--- src/rtl/spi_target.sv ---
`default_nettype none
// ============================================================================
// Module   : spi_target
// Purpose  : SPI mode-0 target (CPOL=0, CPHA=0, MSB first). The SPI pins are
//            brought into the system clock domain through 2-flop
//            synchronizers. Edges are detected on the synchronized sclk. A
//            one-word holding register feeds the transmit shifter.
// Ports    : clock, reset_n      - system clock, async active-low reset
//            sclk, mosi, cs      - SPI pins from the controller (cs active-low)
//            miso, miso_oe       - SPI data out and its tri-state enable
//            tx_data/valid/ready - transmit holding-register handshake
//            rx_data/valid       - last received word, one-cycle strobe
//            tx_underrun         - sticky "shifter loaded from empty holding"
//            underrun_clear      - clears tx_underrun
// Options  : `define SPI_TARGET_UNDERRUN_EN to build the underrun flag;
//            otherwise tx_underrun is tied low.
// Revision : 1.0 - initial release
// ============================================================================
module spi_target #(
    parameter int                    DATA_WIDTH = 8,
    parameter logic [DATA_WIDTH-1:0] IDLE_FILL  = '0
) (
    input  logic                  clock,
    input  logic                  reset_n,
    input  logic                  sclk,
    input  logic                  mosi,
    input  logic                  cs,
    output logic                  miso,
    output logic                  miso_oe,
    input  logic [DATA_WIDTH-1:0] tx_data,
    input  logic                  tx_valid,
    output logic                  tx_ready,
    output logic [DATA_WIDTH-1:0] rx_data,
    output logic                  rx_valid,
    output logic                  tx_underrun,
    input  logic                  underrun_clear
);

    localparam int                 c_CNT_W    = $clog2(DATA_WIDTH + 1);
    localparam logic [c_CNT_W-1:0] c_CNT_FULL = c_CNT_W'(DATA_WIDTH);
    localparam logic [c_CNT_W-1:0] c_CNT_LAST = c_CNT_W'(DATA_WIDTH - 1);
    localparam logic [c_CNT_W-1:0] c_CNT_ONE  = c_CNT_W'(1);

    typedef enum logic [0:0] {
        ST_IDLE  = 1'b0,
        ST_SHIFT = 1'b1
    } state_t;

    state_t r_state;
    state_t w_state_next;

    logic [1:0]            r_sclk_sync;
    logic [1:0]            r_mosi_sync;
    logic [1:0]            r_cs_sync;
    logic [1:0]            r_warm;
    logic                  r_sclk_d;
    logic                  r_cs_d;
    logic [c_CNT_W-1:0]    r_bit_cnt;
    logic [DATA_WIDTH-1:0] r_tx_shift;
    logic [DATA_WIDTH-1:0] r_rx_shift;
    logic [DATA_WIDTH-1:0] r_hold_data;
    logic                  r_hold_full;
    logic                  r_word_done;

    logic                  w_sclk_s;
    logic                  w_cs_s;
    logic                  w_mosi_s;
    logic                  w_sclk_rise;
    logic                  w_sclk_fall;
    logic                  w_cs_fall;
    logic                  w_cs_rise;
    logic                  w_load;
    logic                  w_hold_wr;
    logic                  w_consume;
    logic [DATA_WIDTH-1:0] w_load_word;

    assign w_sclk_s    = r_sclk_sync[1];
    assign w_cs_s      = r_cs_sync[1];
    assign w_mosi_s    = r_mosi_sync[1];
    assign w_sclk_rise = w_sclk_s & ~r_sclk_d;
    assign w_sclk_fall = ~w_sclk_s & r_sclk_d;
    assign w_cs_fall   = r_cs_d & ~w_cs_s;
    assign w_cs_rise   = ~r_cs_d & w_cs_s;

    assign w_load_word = r_hold_full ? r_hold_data : IDLE_FILL;
    assign w_hold_wr   = tx_valid & ~r_hold_full;
    assign w_consume   = w_load & r_hold_full;
    assign tx_ready    = ~r_hold_full;
    assign miso_oe     = ~w_cs_s;

    // Synchronizers and edge-detect history. r_warm marks when the cs chain
    // holds real pin samples rather than reset values; r_cs_d only reports
    // "high" for a genuinely sampled high, so a cs held low across reset
    // release is not mistaken for a fresh falling edge.
    always_ff @(posedge clock or negedge reset_n) begin
        if (!reset_n) begin
            r_sclk_sync <= 2'b00;
            r_mosi_sync <= 2'b00;
            r_cs_sync   <= 2'b11;
            r_warm      <= 2'b00;
            r_sclk_d    <= 1'b0;
            r_cs_d      <= 1'b0;
        end else begin
            r_sclk_sync <= {r_sclk_sync[0], sclk};
            r_mosi_sync <= {r_mosi_sync[0], mosi};
            r_cs_sync   <= {r_cs_sync[0], cs};
            r_warm      <= {r_warm[0], 1'b1};
            r_sclk_d    <= w_sclk_s;
            r_cs_d      <= w_cs_s & r_warm[1];
        end
    end

    always_ff @(posedge clock or negedge reset_n) begin
        if (!reset_n) begin
            r_state <= ST_IDLE;
        end else begin
            r_state <= w_state_next;
        end
    end

    // Next state, shifter-load request and miso.
    always_comb begin
        w_state_next = r_state;
        w_load       = 1'b0;
        miso         = 1'b0;
        case (r_state)
            ST_IDLE: begin
                if (w_cs_fall) begin
                    w_state_next = ST_SHIFT;
                    w_load       = 1'b1;
                end
            end
            ST_SHIFT: begin
                miso = r_tx_shift[DATA_WIDTH-1];
                if (w_cs_rise) begin
                    w_state_next = ST_IDLE;
                end else if (w_sclk_fall && (r_bit_cnt == c_CNT_FULL)) begin
                    w_load = 1'b1;
                end
            end
            default: begin
                w_state_next = ST_IDLE;
            end
        endcase
    end

    // Holding register. A write can only happen while empty, so a write and
    // a consume never collide; the write still takes priority for safety.
    always_ff @(posedge clock or negedge reset_n) begin
        if (!reset_n) begin
            r_hold_full <= 1'b0;
            r_hold_data <= '0;
        end else if (w_hold_wr) begin
            r_hold_full <= 1'b1;
            r_hold_data <= tx_data;
        end else if (w_consume) begin
            r_hold_full <= 1'b0;
        end
    end

    // Shifters and bit counter. The counter parks at DATA_WIDTH after the
    // last rise and is cleared by the following fall, which also reloads
    // the transmit shifter for the next word.
    always_ff @(posedge clock or negedge reset_n) begin
        if (!reset_n) begin
            r_bit_cnt   <= '0;
            r_tx_shift  <= '0;
            r_rx_shift  <= '0;
            r_word_done <= 1'b0;
        end else begin
            r_word_done <= 1'b0;
            if (r_state == ST_IDLE) begin
                r_bit_cnt <= '0;
                if (w_load) begin
                    r_tx_shift <= w_load_word;
                end
            end else if (w_cs_rise) begin
                r_bit_cnt <= '0;
            end else if (w_sclk_rise && (r_bit_cnt != c_CNT_FULL)) begin
                r_rx_shift  <= {r_rx_shift[DATA_WIDTH-2:0], w_mosi_s};
                r_bit_cnt   <= r_bit_cnt + c_CNT_ONE;
                r_word_done <= (r_bit_cnt == c_CNT_LAST);
            end else if (w_sclk_fall) begin
                if (w_load) begin
                    r_tx_shift <= w_load_word;
                    r_bit_cnt  <= '0;
                end else begin
                    r_tx_shift <= {r_tx_shift[DATA_WIDTH-2:0], 1'b0};
                end
            end
        end
    end

    // Receive output register, one cycle after the counter reaches full.
    always_ff @(posedge clock or negedge reset_n) begin
        if (!reset_n) begin
            rx_data  <= '0;
            rx_valid <= 1'b0;
        end else begin
            rx_valid <= r_word_done;
            if (r_word_done) begin
                rx_data <= r_rx_shift;
            end
        end
    end

`ifdef SPI_TARGET_UNDERRUN_EN
    logic r_underrun;

    // Set has priority over clear so an underrun is never lost.
    always_ff @(posedge clock or negedge reset_n) begin
        if (!reset_n) begin
            r_underrun <= 1'b0;
        end else if (w_load && !r_hold_full) begin
            r_underrun <= 1'b1;
        end else if (underrun_clear) begin
            r_underrun <= 1'b0;
        end
    end

    assign tx_underrun = r_underrun;
`else
    logic w_unused_underrun_clear;

    assign w_unused_underrun_clear = underrun_clear;
    assign tx_underrun             = 1'b0;
`endif

endmodule
`default_nettype wire

--- config.mk ---
export PLATFORM = sky130hd
export DESIGN_NAME = spi_target
export DESIGN_NICKNAME = d
export VERILOG_FILES = /design/src/rtl/spi_target.sv
export SDC_FILE = /design/constraint.sdc
export NUM_CORES = 1
export LEC_CHECK = 0
export BUFFER_PORTS_ARGS = -buffer_cell sky130_fd_sc_hd__buf_2
export CAP_MARGIN = 20
export CORE_MARGIN = 3
export CORE_UTILIZATION = 35
export DETAILED_ROUTE_END_ITERATION = 10
export PLACE_DENSITY = 0.58
export SYNTH_ARGS = -nofsm -noshare
export SYNTH_HDL_FRONTEND = slang
export SYNTH_SLANG_ARGS = --single-unit
--- constraint.sdc ---
create_clock -name clock -period 5.3 [get_ports clock]
set_input_delay 0.265 -clock clock [delete_from_list [all_inputs] [get_ports clock]]
set_output_delay 0.265 -clock clock [all_outputs]
set_load 0.01 [all_outputs]
==> out/qor.yml, run 1 <==
drtPass1Iterations: 4
fin_skew_ps: 8.22
synth_cell_types: 35
rsz0062_at_grt: "no"
max-vdd-ir-drop_uv: 189
rows: 27
cts_setup_buffers: 0
io_buffers: 25
dp_hpwl_um: 2460
clock_sinks: 50
worstPathCellList: "inv_1, ha_1, nand3b_4, nand3b_4, or2_1, mux2_4"
drt-wirelength-per-cell_um: 14.0
ys.flop_type: "dfrtp_1"
track_usage_pct: 11.1
max-clock-path-buffers: 2
drive_above_1_share_pct: 35.9
wirelength_um: 3550
critPathMaxStageDelay_ps: 470
fin_setup_tns_ps: 0
cts_tree: "built"
cts_root_buf: "clkbuf_8"
place_congestion: 0.730
cts.htree.levels: 2
clk_latency_ps: 290
num-nets-final: 197
dpl.cell_count: 243
dieArea_mm2: 0.00689
path_common_cell: "nand3b_4"
grt_pass1_vias: 1329
setup_viol: 0
cts.hold.buffers_added: 0
drtIter0Drc: 128
slew_headroom_pct: 47.4
clk_pin_slew_ps: 80
drcViolationCount: 0
p_leak_nw: 1.12
grt_overflow: 0
syn-num-nets: 170
synth_edf_count: 0
cts_resized: 0
initial_utilization_pct: 37.0
cp.arrival_ps: 2180
finalCritPeriodShare_pct: 37.7
diodes: 0
dieWidth_um: 83.0
syn_inst: 153
path_class: "reg -> reg"
vias: 1291
ys_seq_area_share_pct: 60.4
hold_viol_final: 0
area_growth_pct: 14.4
maxSlewViolCount: 0
fmax_mhz: 500
die_y_um: 83.0
synthArstFlopShare_pct: 100
tightest_slew_ps: 779
slowest_stage: "or2_1"
core_region_area_mm2: 0.00561
ant_nets: 0
cts_made_buffers: 5
antenna_found_initial: 0
grt_pass1_wl_um: 6320
num_io_pins: 28
cp_max_fo: 10
regToRegSetupSlack_ps: 3300
crit_path_end_kind: "register"
path_buf_inv: 1
via_per_inst: 5.10
instances_no_fill: 253
grt_max_degree: 51
finalCriticalPeriod_ps: 2000
synth_area_per_cell_um2: 13.6
netlist_area_mm2: 0.00207
start_kind: "register"
ys_ff_latch: 50
status: "finished, final reports clean"
min_path_type: "in -> reg"
p_per_area_mw_per_mm2: 377
ys.warnings.count: 0
crit_required_ps: 5480
cp_top_family: "simple AND/OR/NAND/NOR gates"
maxCapViolCount: 0
-- cell families (layout without fill, tap and decap cells) --
group,count (synthesis),after routing,synth area share (%)
AOI/OAI and AO/OA,28,28,10.1
xor gates and xnor gates,1,1,0.422
adders and majority gates,2,2,1.21
buffers and inverters,12,40,2.95
DFF,50,50,60.4
muxes,24,24,14.5
other,2,2,0.362
and+or+nand+nor,34,34,10.0
-- registers in the layout, summed over array words and instances (netlist names), 2 cells and up --
register	flops
r_hold_data	8
r_rx_shift	8
r_tx_shift	8
rx_data	8
r_bit_cnt	4
r_cs_sync	2
r_mosi_sync	2
r_sclk_sync	2
r_warm	2
-- stage by stage --
step / util, % / setup WS (ps) / cell area (um2) / power (mW) / hold WS [ps]
after floorplan: - / 3630 / 2070 / 0.629 / -30.6
after global placement: 40.1 / 3410 / 2250 / 0.668 / 332
after detailed placement: 40.1 / 3270 / 2250 / 0.679 / 340
after CTS: 41.8 / 3260 / 2340 / 0.907 / 49.1
after global routing: 42.3 / 3160 / 2370 / 0.953 / 43.2
final: 42.3 / 3300 / 2370 / 0.894 / 62.7
-- final cells by class --
class | count | area [um2]
clock buffers | 6 | 82.6
clock inverters | 2 | 12.5
fillers | 534 | 3240
inverters | 5 | 18.8
multi-input cells | 91 | 759
flip-flops and latches | 50 | 1250
well taps | 72 | 90.1
repair buffers | 27 | 155
-- cells in the mapped netlist, types with 2 or more instances --
cell type / instances / area (um2)
nor3_1: 3 / 15.0
inv_1: 5 / 18.8
conb_1: 2 / 7.51
nor2_1: 3 / 11.3
and2_1: 3 / 18.8
a2bb2oi_1: 7 / 61.3
a41oi_1: 2 / 17.5
o21ai_0: 3 / 15.0
a21oi_1: 8 / 40.0
dfrtp_1: 48 / 1200
nand2b_1: 2 / 12.5
ha_1: 2 / 25.0
mux2_2: 16 / 180
a2111oi_0: 3 / 26.3
nand3b_4: 2 / 40.0
dfstp_2: 2 / 52.6
buf_4: 2 / 15.0
clkbuf_1: 3 / 11.3
mux2_4: 8 / 120
nand2_1: 6 / 22.5
nand3_1: 8 / 40.0
nor2b_1: 2 / 12.5
-- routing by layer --
| metal | track usage, % | up-vias | wire (um) |
|---|---|---|---|
| met5 | 0 | - | 0 |
| met4 | 4.01 | 0 | 36 |
| met3 | 3.27 | 5 | 189 |
| met2 | 17.8 | 38 | 1750 |
| met1 | 14.2 | 651 | 1570 |
| li1 | - | 597 | - |
-- cells in the final DEF (no fill, tap or decap), drive strengths merged, types with 2 or more instances in the layout --
cell,count
a2111oi,3
mux2,24
ha,2
nor3,3
nand2b,2
a41oi,2
clkbuf,6
o21ai,4
nand2,6
nor2,3
inv,5
nand3b,2
and2,3
nor2b,2
dfstp,2
conb,2
a2bb2oi,7
nand3,8
or2,2
dfrtp,48
a21oi,8
buf,26
-- power by group --
group	leakage [nW]	internal [mW]	switching [mW]
logic	0.449	0.0926	0.0623
clock network	0.0472	0.105	0.118
registers	0.628	0.458	0.0578
total	1.12	0.656	0.238
-- worst reg2reg max path: stages, from the launching register on --
cell and delay (ps):
dfrtp_1 450, inv_1 110, ha_1 210, nand3b_4 170
nand3b_4 130, or2_1 470, mux2_4 350
-- path summary, 6_finish.rpt --
| kind | from | endpoint | depth (start not counted) |
|---|---|---|---|
| setup / recovery | r_bit_cnt[0]$_DFFE_PN0P_ | r_rx_shift[6]$_DFFE_PN0P_ | 6 |
| hold / removal | cs | r_cs_sync[0]$_DFF_PN1_ | 1 |
| setup reg to reg | r_bit_cnt[0]$_DFFE_PN0P_ | r_rx_shift[6]$_DFFE_PN0P_ | 6 |
| hold reg to reg | r_sclk_sync[0]$_DFF_PN0_ | r_sclk_sync[1]$_DFF_PN0_ | 0 |
| max in group asynchronous | reset_n | r_bit_cnt[3]$_DFFE_PN0P_ | 3 |
| min in group asynchronous | reset_n | r_sclk_d$_DFF_PN0_ | 2 |
No activity file was read; power rests on OpenSTA's default activity.
==> run 2: changes to the inputs <==
- ABC_AREA: not set -> 1
- PLACE_DENSITY: 0.58 -> 0.6
- clock period: 5.3 -> 1.6 ns (I/O delays scaled with it)
==> run 2 against run 1 <==
Critical path depth rose by 3. Via count grew 8.8%. Area after synthesis grew 0.12%. Synthesized cell count rose by 32%. Clock skew hardly changed. First-iteration DRC count shrank 50%. Core utilization up 2.2 points.
==> out/qor.yml, run 2 <==
status: "finished, final reports clean"
core_region_area_mm2: 0.00561  # unchanged
clock_sinks: 50  # unchanged
ant_nets: 0  # unchanged
cts_tree: "built"
fmax_mhz: 660  # +32%
io_buffers: 25  # unchanged
synth_common_cells: "dfrtp_1 (48), nand2_1 (39), inv_1 (25), nand3_1 (22), o21ai_0 (11)"
syn-num-nets: 219  # +29%
cts_root_buf: "clkbuf_8"
path_common_cell: "nand3_1"
clk_pin_slew_ps: 80  # about the same
final_common_cell: "dfrtp_1"
critPathMaxStageDelay_ps: 420  # -50 ps
netlist_area_mm2: 0.00208  # +0.12%
maxCapViolCount: 0  # unchanged
ys.flop_type: "dfrtp_1"
num-nets-final: 263  # +34%
grt_max_degree: 32  # -37%
synthArstFlopShare_pct: 100  # unchanged
cts_made_buffers: 5  # unchanged
maxSlewViolCount: 0  # unchanged
cp_top_family: "simple AND/OR/NAND/NOR gates"
max-vdd-ir-drop_uv: 697  # +270%
drtIter0Drc: 64  # -50%
vias: 1404  # +8.8%
synthTopCellsByArea: "dfrtp_1 (58%), nand2_1 (7.0%), nand3_1 (5.3%)"
crit_path_end_kind: "register"
rows: 27  # unchanged
track_usage_pct: 11.3  # +0.22 points
stdcell_area_mm2: 0.00250  # +5.2%
dp_hpwl_um: 2490  # +1.2%
drt-wirelength-per-cell_um: 11.5  # -18%
ys_ff_latch: 50  # unchanged
ys.warnings.count: 0  # unchanged
dieArea_mm2: 0.00689  # +0.12%
cp_max_fo: 7  # -3
path_buf_inv: 2  # +1
drcViolationCount: 0  # unchanged
finalCriticalPeriod_ps: 1510  # -485 ps
cp.arrival_ps: 1750  # -430 ps
yosysTopAreaCellShare_pct: 57.8  # -0.070 points
finalCritPeriodShare_pct: 94.6  # +57 points
antenna_found_initial: 0  # unchanged
layout_common_cells: "dfrtp_1 (48), nand2_1 (37), buf_2 (25), inv_1 (24), nand3_1 (21)"
ys_seq_area_share_pct: 60.4  # -0.073 points
place_area_mm2: 0.00227  # +1.2%
synth_area_per_cell_um2: 10.3  # -24%
grt_overflow: 0  # unchanged
drive_above_1_share_pct: 28.7  # -7.2 points
drtPass1Iterations: 4  # unchanged
via_per_inst: 4.40  # -14%
grt_pass1_vias: 1346  # +1.3%
slowest_stage: "dfrtp_1"
start_kind: "register"
place_congestion: 0.756  # +3.6%
hold_viol_final: 0  # unchanged
synth_area_leader_cell: "dfrtp_1"
min_path_type: "in -> reg"
fin_setup_tns_ps: 0  # unchanged
grt_pass1_wl_um: 6360  # +0.65%
die_y_um: 83.0  # about the same
area_growth_pct: 20.2
worstPathCellList: "inv_1, ha_2, nand2_2, nor2_4, nand3_4, buf_4, nand3_1, nand3_1, nand2_1"
p_per_area_mw_per_mm2: 1180  # +210%
synth_edf_count: 0  # unchanged
dieWidth_um: 83.0  # about the same
n_fill_cell: 558  # +4.5%
num_io_pins: 28  # unchanged
diodes: 0  # unchanged
wirelength_um: 3670  # +3.4%
setup_viol: 0  # unchanged
initial_utilization_pct: 37.0  # +0.045 points
syn_inst: 202  # +32%
path_class: "reg -> reg"
clk_latency_ps: 300  # about the same
fin_skew_ps: 8.01  # -0.217 ps
synth_cell_types: 27  # -23%
cts.htree.levels: 2  # unchanged
p_leak_nw: 1.25  # +12%
yosysMostFrequentCell: "dfrtp_1"
crit_required_ps: 1830  # -3650 ps
max-clock-path-buffers: 2  # unchanged
## run 2: cell count changes after synthesis, sizes merged, moves of 3 or more
cell and delta:
nor2 +10, o21ai +12, a2111oi -3, mux2 -15
nand2 +38, and2 -3, inv +20, nand3 +16
a2bb2oi -7
## run 2: through the flow
stage | instances | hold slack (ps) | total power [mW] | worst slack, ps | utilization, %
6_report | 319 | 13.2 | 2.94 | 85.8 | 44.5
3_3_place_gp | 296 | 71.6 | 2.23 | 120 | 40.6
5_1_grt | 319 | 2.49 | 3.15 | -24.7 | 44.5
2_1_floorplan | 202 | -216 | 2.09 | 272 | -
3_5_place_dp | 296 | 66.6 | 2.25 | 95.0 | 40.6
4_1_cts | 308 | 5.53 | 2.96 | 64.9 | 42.8
## run 2: cell families (layout without fill, tap and decap cells)
group,count (synthesis),after routing,share of synthesized area (%)
AND/OR/NAND/NOR,83,83,19.4
multiplexers,9,9,4.88
AO/OA/AOI/OAI,24,24,6.33
XOR/XNOR,1,1,0.422
adder cells (fa/ha/maj),2,2,1.20
other,2,2,0.362
flip-flops,50,50,60.4
buffers and inverters,31,76,7.05
## run 2: timing repair
item                       in CTS  in global routing
buffers inserted                0                 10
hold endpoints to repair       20                  1
setup endpoints to repair       0                 12
gates resized for setup         0                  5
hold buffers                    4                  1
## run 2: path summary, 6_finish.rpt
| kind | depth (start not counted) | from | to | slack (ps) |
|---|---|---|---|---|
| worst max-delay path | 9 | r_bit_cnt[1]$_DFFE_PN0P_ | r_tx_shift[7]$_DFFE_PN0P_ | 90 |
| worst min-delay path | 2 | tx_data[5] | r_hold_data[5]$_DFFE_PN0P_ | 10 |
| worst max register to register | 9 | r_bit_cnt[1]$_DFFE_PN0P_ | r_tx_shift[7]$_DFFE_PN0P_ | 90 |
| worst min register to register | 0 | r_warm[0]$_DFF_PN0_ | r_warm[1]$_DFF_PN0_ | 350 |
| max in group asynchronous | 3 | reset_n | r_mosi_sync[0]$_DFF_PN0_ | 830 |
| min in group asynchronous | 2 | reset_n | r_tx_shift[4]$_DFFE_PN0P_ | 270 |
## run 2: routing by layer
metal / global-route usage (%) / routed length, um
met5: 0 / 0
met4: 4.61 / 70
met3: 3.27 / 112
met2: 16.3 / 1690
met1: 15.9 / 1800
## run 2: final cells by class
cell class                 instances  area [um2]  share of cell area [%]
clock inverter                     1        7.51                   0.301
tap                               72        90.1                    3.61
multi-input combinational        121         689                    27.6
sequential                        50        1250                    50.2
timing repair buffer              43         285                    11.4
inverter                          25        93.8                    3.76
clock buffer                       7        76.3                    3.06
## run 2: worst register-to-register path, cell delays in order (launching register included)
cell	delay (ps)
dfrtp_1	420
inv_1	70
ha_2	160
nand2_2	70
nor2_4	180
nand3_4	140
buf_4	170
nand3_1	70
nand3_1	100
nand2_1	80
## run 2: where the power goes
part | internal, mW | switching, mW | leakage, nW
combinational | 0.273 | 0.327 | 0.575
sequential | 1.51 | 0.128 | 0.641
clock | 0.310 | 0.392 | 0.0385
total | 2.10 | 0.846 | 1.25
==> run 3: changes to the inputs <==
- ABC_AREA: 1 -> not set
==> run 3 against run 2 <==
Global-route usage up 0.28 points. Combinational power up 11%. Clock power up 28%. Critical path depth down 2. Final area up 8.6%. Largest cell class unchanged. Largest power group unchanged.
==> out/qor.yml, run 3 (synthesis gave the netlist of run 1 again) <==
grt_pass1_wl_um: 6590  # +3.6%
via_per_inst: 4.85  # +10%
crit_path_end_kind: "register"
cts_made_buffers: 5  # unchanged
p_leak_nw: 1.27  # +1.4%
path_class: "reg -> reg"
ant_nets: 0  # unchanged
antenna_found_initial: 0  # unchanged
hold_viol_final: 0  # unchanged
final_common_cell: "dfrtp_1"
drt-wirelength-per-cell_um: 13.0  # +13%
crit_required_ps: 1790  # -40 ps
dp_hpwl_um: 2470  # -1.2%
vias: 1354  # -3.6%
min_path_type: "in -> reg"
num-nets-final: 223  # -15%
slowest_stage: "dfrtp_1"
maxSlewViolCount: 0  # unchanged
core_region_area_mm2: 0.00561  # unchanged
fmax_mhz: 630  # -4.6%
grt_overflow: 0  # unchanged
drive_above_1_share_pct: 47.8  # +19 points
drcViolationCount: 0  # unchanged
num_io_pins: 28  # unchanged
start_kind: "register"
dieArea_mm2: 0.00689  # -0.12%
cp.arrival_ps: 1770  # +20 ps
cts.htree.levels: 2  # unchanged
finalCriticalPeriod_ps: 1590  # +72.2 ps
max-vdd-ir-drop_uv: 1020  # +46%
place_area_mm2: 0.00242  # +6.3%
diodes: 0  # unchanged
critPathMaxStageDelay_ps: 400  # -20 ps
dieWidth_um: 83.0  # about the same
io_buffers: 25  # unchanged
layout_common_cells: "dfrtp_1 (48), buf_2 (25), mux2_2 (16), buf_4 (14), dlygate4sd3_1 (9)"
final_util_pct: 48.3  # +3.8 points
area_growth_pct: 30.7
max-clock-path-buffers: 2  # unchanged
track_usage_pct: 11.6  # +0.28 points
stdcell_area_mm2: 0.00271  # +8.6%
fin_skew_ps: 9.48  # +1.48 ps
die_y_um: 83.0  # about the same
cts_tree: "built"
maxCapViolCount: 0  # unchanged
worstPathCellList: "inv_2, ha_4, nand3b_4, buf_12, nor3_1, a211oi_1, or2_2"
worst_hold_slack_ps: 12.3  # -0.955 ps
grt_pass1_vias: 1484  # +10%
wirelength_um: 3630  # -1.1%
status: "finished, final reports clean"
clk_pin_slew_ps: 90  # about the same
drtIter0Drc: 58  # -9.4%
total_power_mw: 3.25  # +10%
drtPass1Iterations: 4  # unchanged
rsz0062_at_grt: "yes"
place_congestion: 0.767  # +1.3%
regToRegSetupSlack_ps: 10  # -70 ps
cts_root_buf: "clkbuf_8"
initial_utilization_pct: 37.0  # -0.045 points
finalCritPeriodShare_pct: 99.1  # +4.5 points
cp_max_fo: 5  # -2
p_per_area_mw_per_mm2: 1200  # +1.7%
setup_viol: 0  # unchanged
clk_latency_ps: 310  # about the same
grt_max_degree: 51  # +59%
clock_sinks: 50  # unchanged
rows: 27  # unchanged
-- run 3: changes by cell type in the layout (fill, tap and decap cells not counted), sizes merged, moves of 3 or more --
cell | previous run | this run
buf | 38 | 44
o21ai | 16 | 4
mux2 | 9 | 24
nand2 | 44 | 6
a2111oi | 0 | 3
inv | 25 | 5
nor2 | 13 | 3
and2 | 0 | 3
nand3 | 24 | 8
a2bb2oi | 0 | 7
dlygate4sd3 | 5 | 9
-- run 3: repair_timing --
item | 4_1_cts | 5_1_grt
setup endpoints to repair | 13 | 19
hold endpoints to repair | 56 | 0
resized for setup | 10 | 12
setup buffers | 0 | 0
hold buffers | 9 | 0
pin swaps | 3 | 8
-- run 3: layout make-up --
class | instances | area, um2
Inverter | 5 | 18.8
Fill cell | 527 | 2900
Timing Repair Buffer | 53 | 394
Clock inverter | 3 | 45.0
Sequential cell | 50 | 1250
Tap cell | 72 | 90.1
Clock buffer | 5 | 68.8
Multi-Input combinational cell | 91 | 841
-- run 3: power breakdown --
group	internal, mW	switching, mW
clock network	0.465	0.432
registers	1.52	0.169
logic	0.395	0.270
-- run 3: stage by stage --
stage	TNS, ps	instances	worst slack [ps]
6_report	0	279	13.6
5_1_grt	-212	279	-33.0
4_1_cts	0	279	1.62
3_5_place_dp	-403	262	-83.3
3_3_place_gp	-139	262	-24.5
2_1_floorplan	-162	153	-20.2
-- run 3: critical path: cells and delay by family (launching register included) --
family	cells	cell delay, ps
adders and majority gates	1	140
DFF	1	400
buffers and inverters	2	250
and+or+nand+nor	3	580
AOI/OAI and AO/OA	1	110
-- run 3: worst paths after layout --
path	startpoint	end	cells past startpoint
min in group asynchronous	reset_n	rx_data[7]$_DFFE_PN0P_	3
max	r_bit_cnt[0]$_DFFE_PN0P_	r_hold_full$_DFFE_PN0P_	7
max in group asynchronous	reset_n	r_cs_sync[0]$_DFF_PN1_	3
max reg2reg	r_bit_cnt[0]$_DFFE_PN0P_	r_hold_full$_DFFE_PN0P_	7
min	tx_data[1]	r_hold_data[1]$_DFFE_PN0P_	2
min reg2reg	r_sclk_sync[0]$_DFF_PN0_	r_sclk_sync[1]$_DFF_PN0_	0
-- run 3: routing by layer --
metal,up-vias,global-route usage [%],wire length (um)
met3,8,3.08,145
met1,673,14.3,1710
li1,646,-,-
met4,0,3.57,52
met2,27,19.7,1730
met5,-,0,0
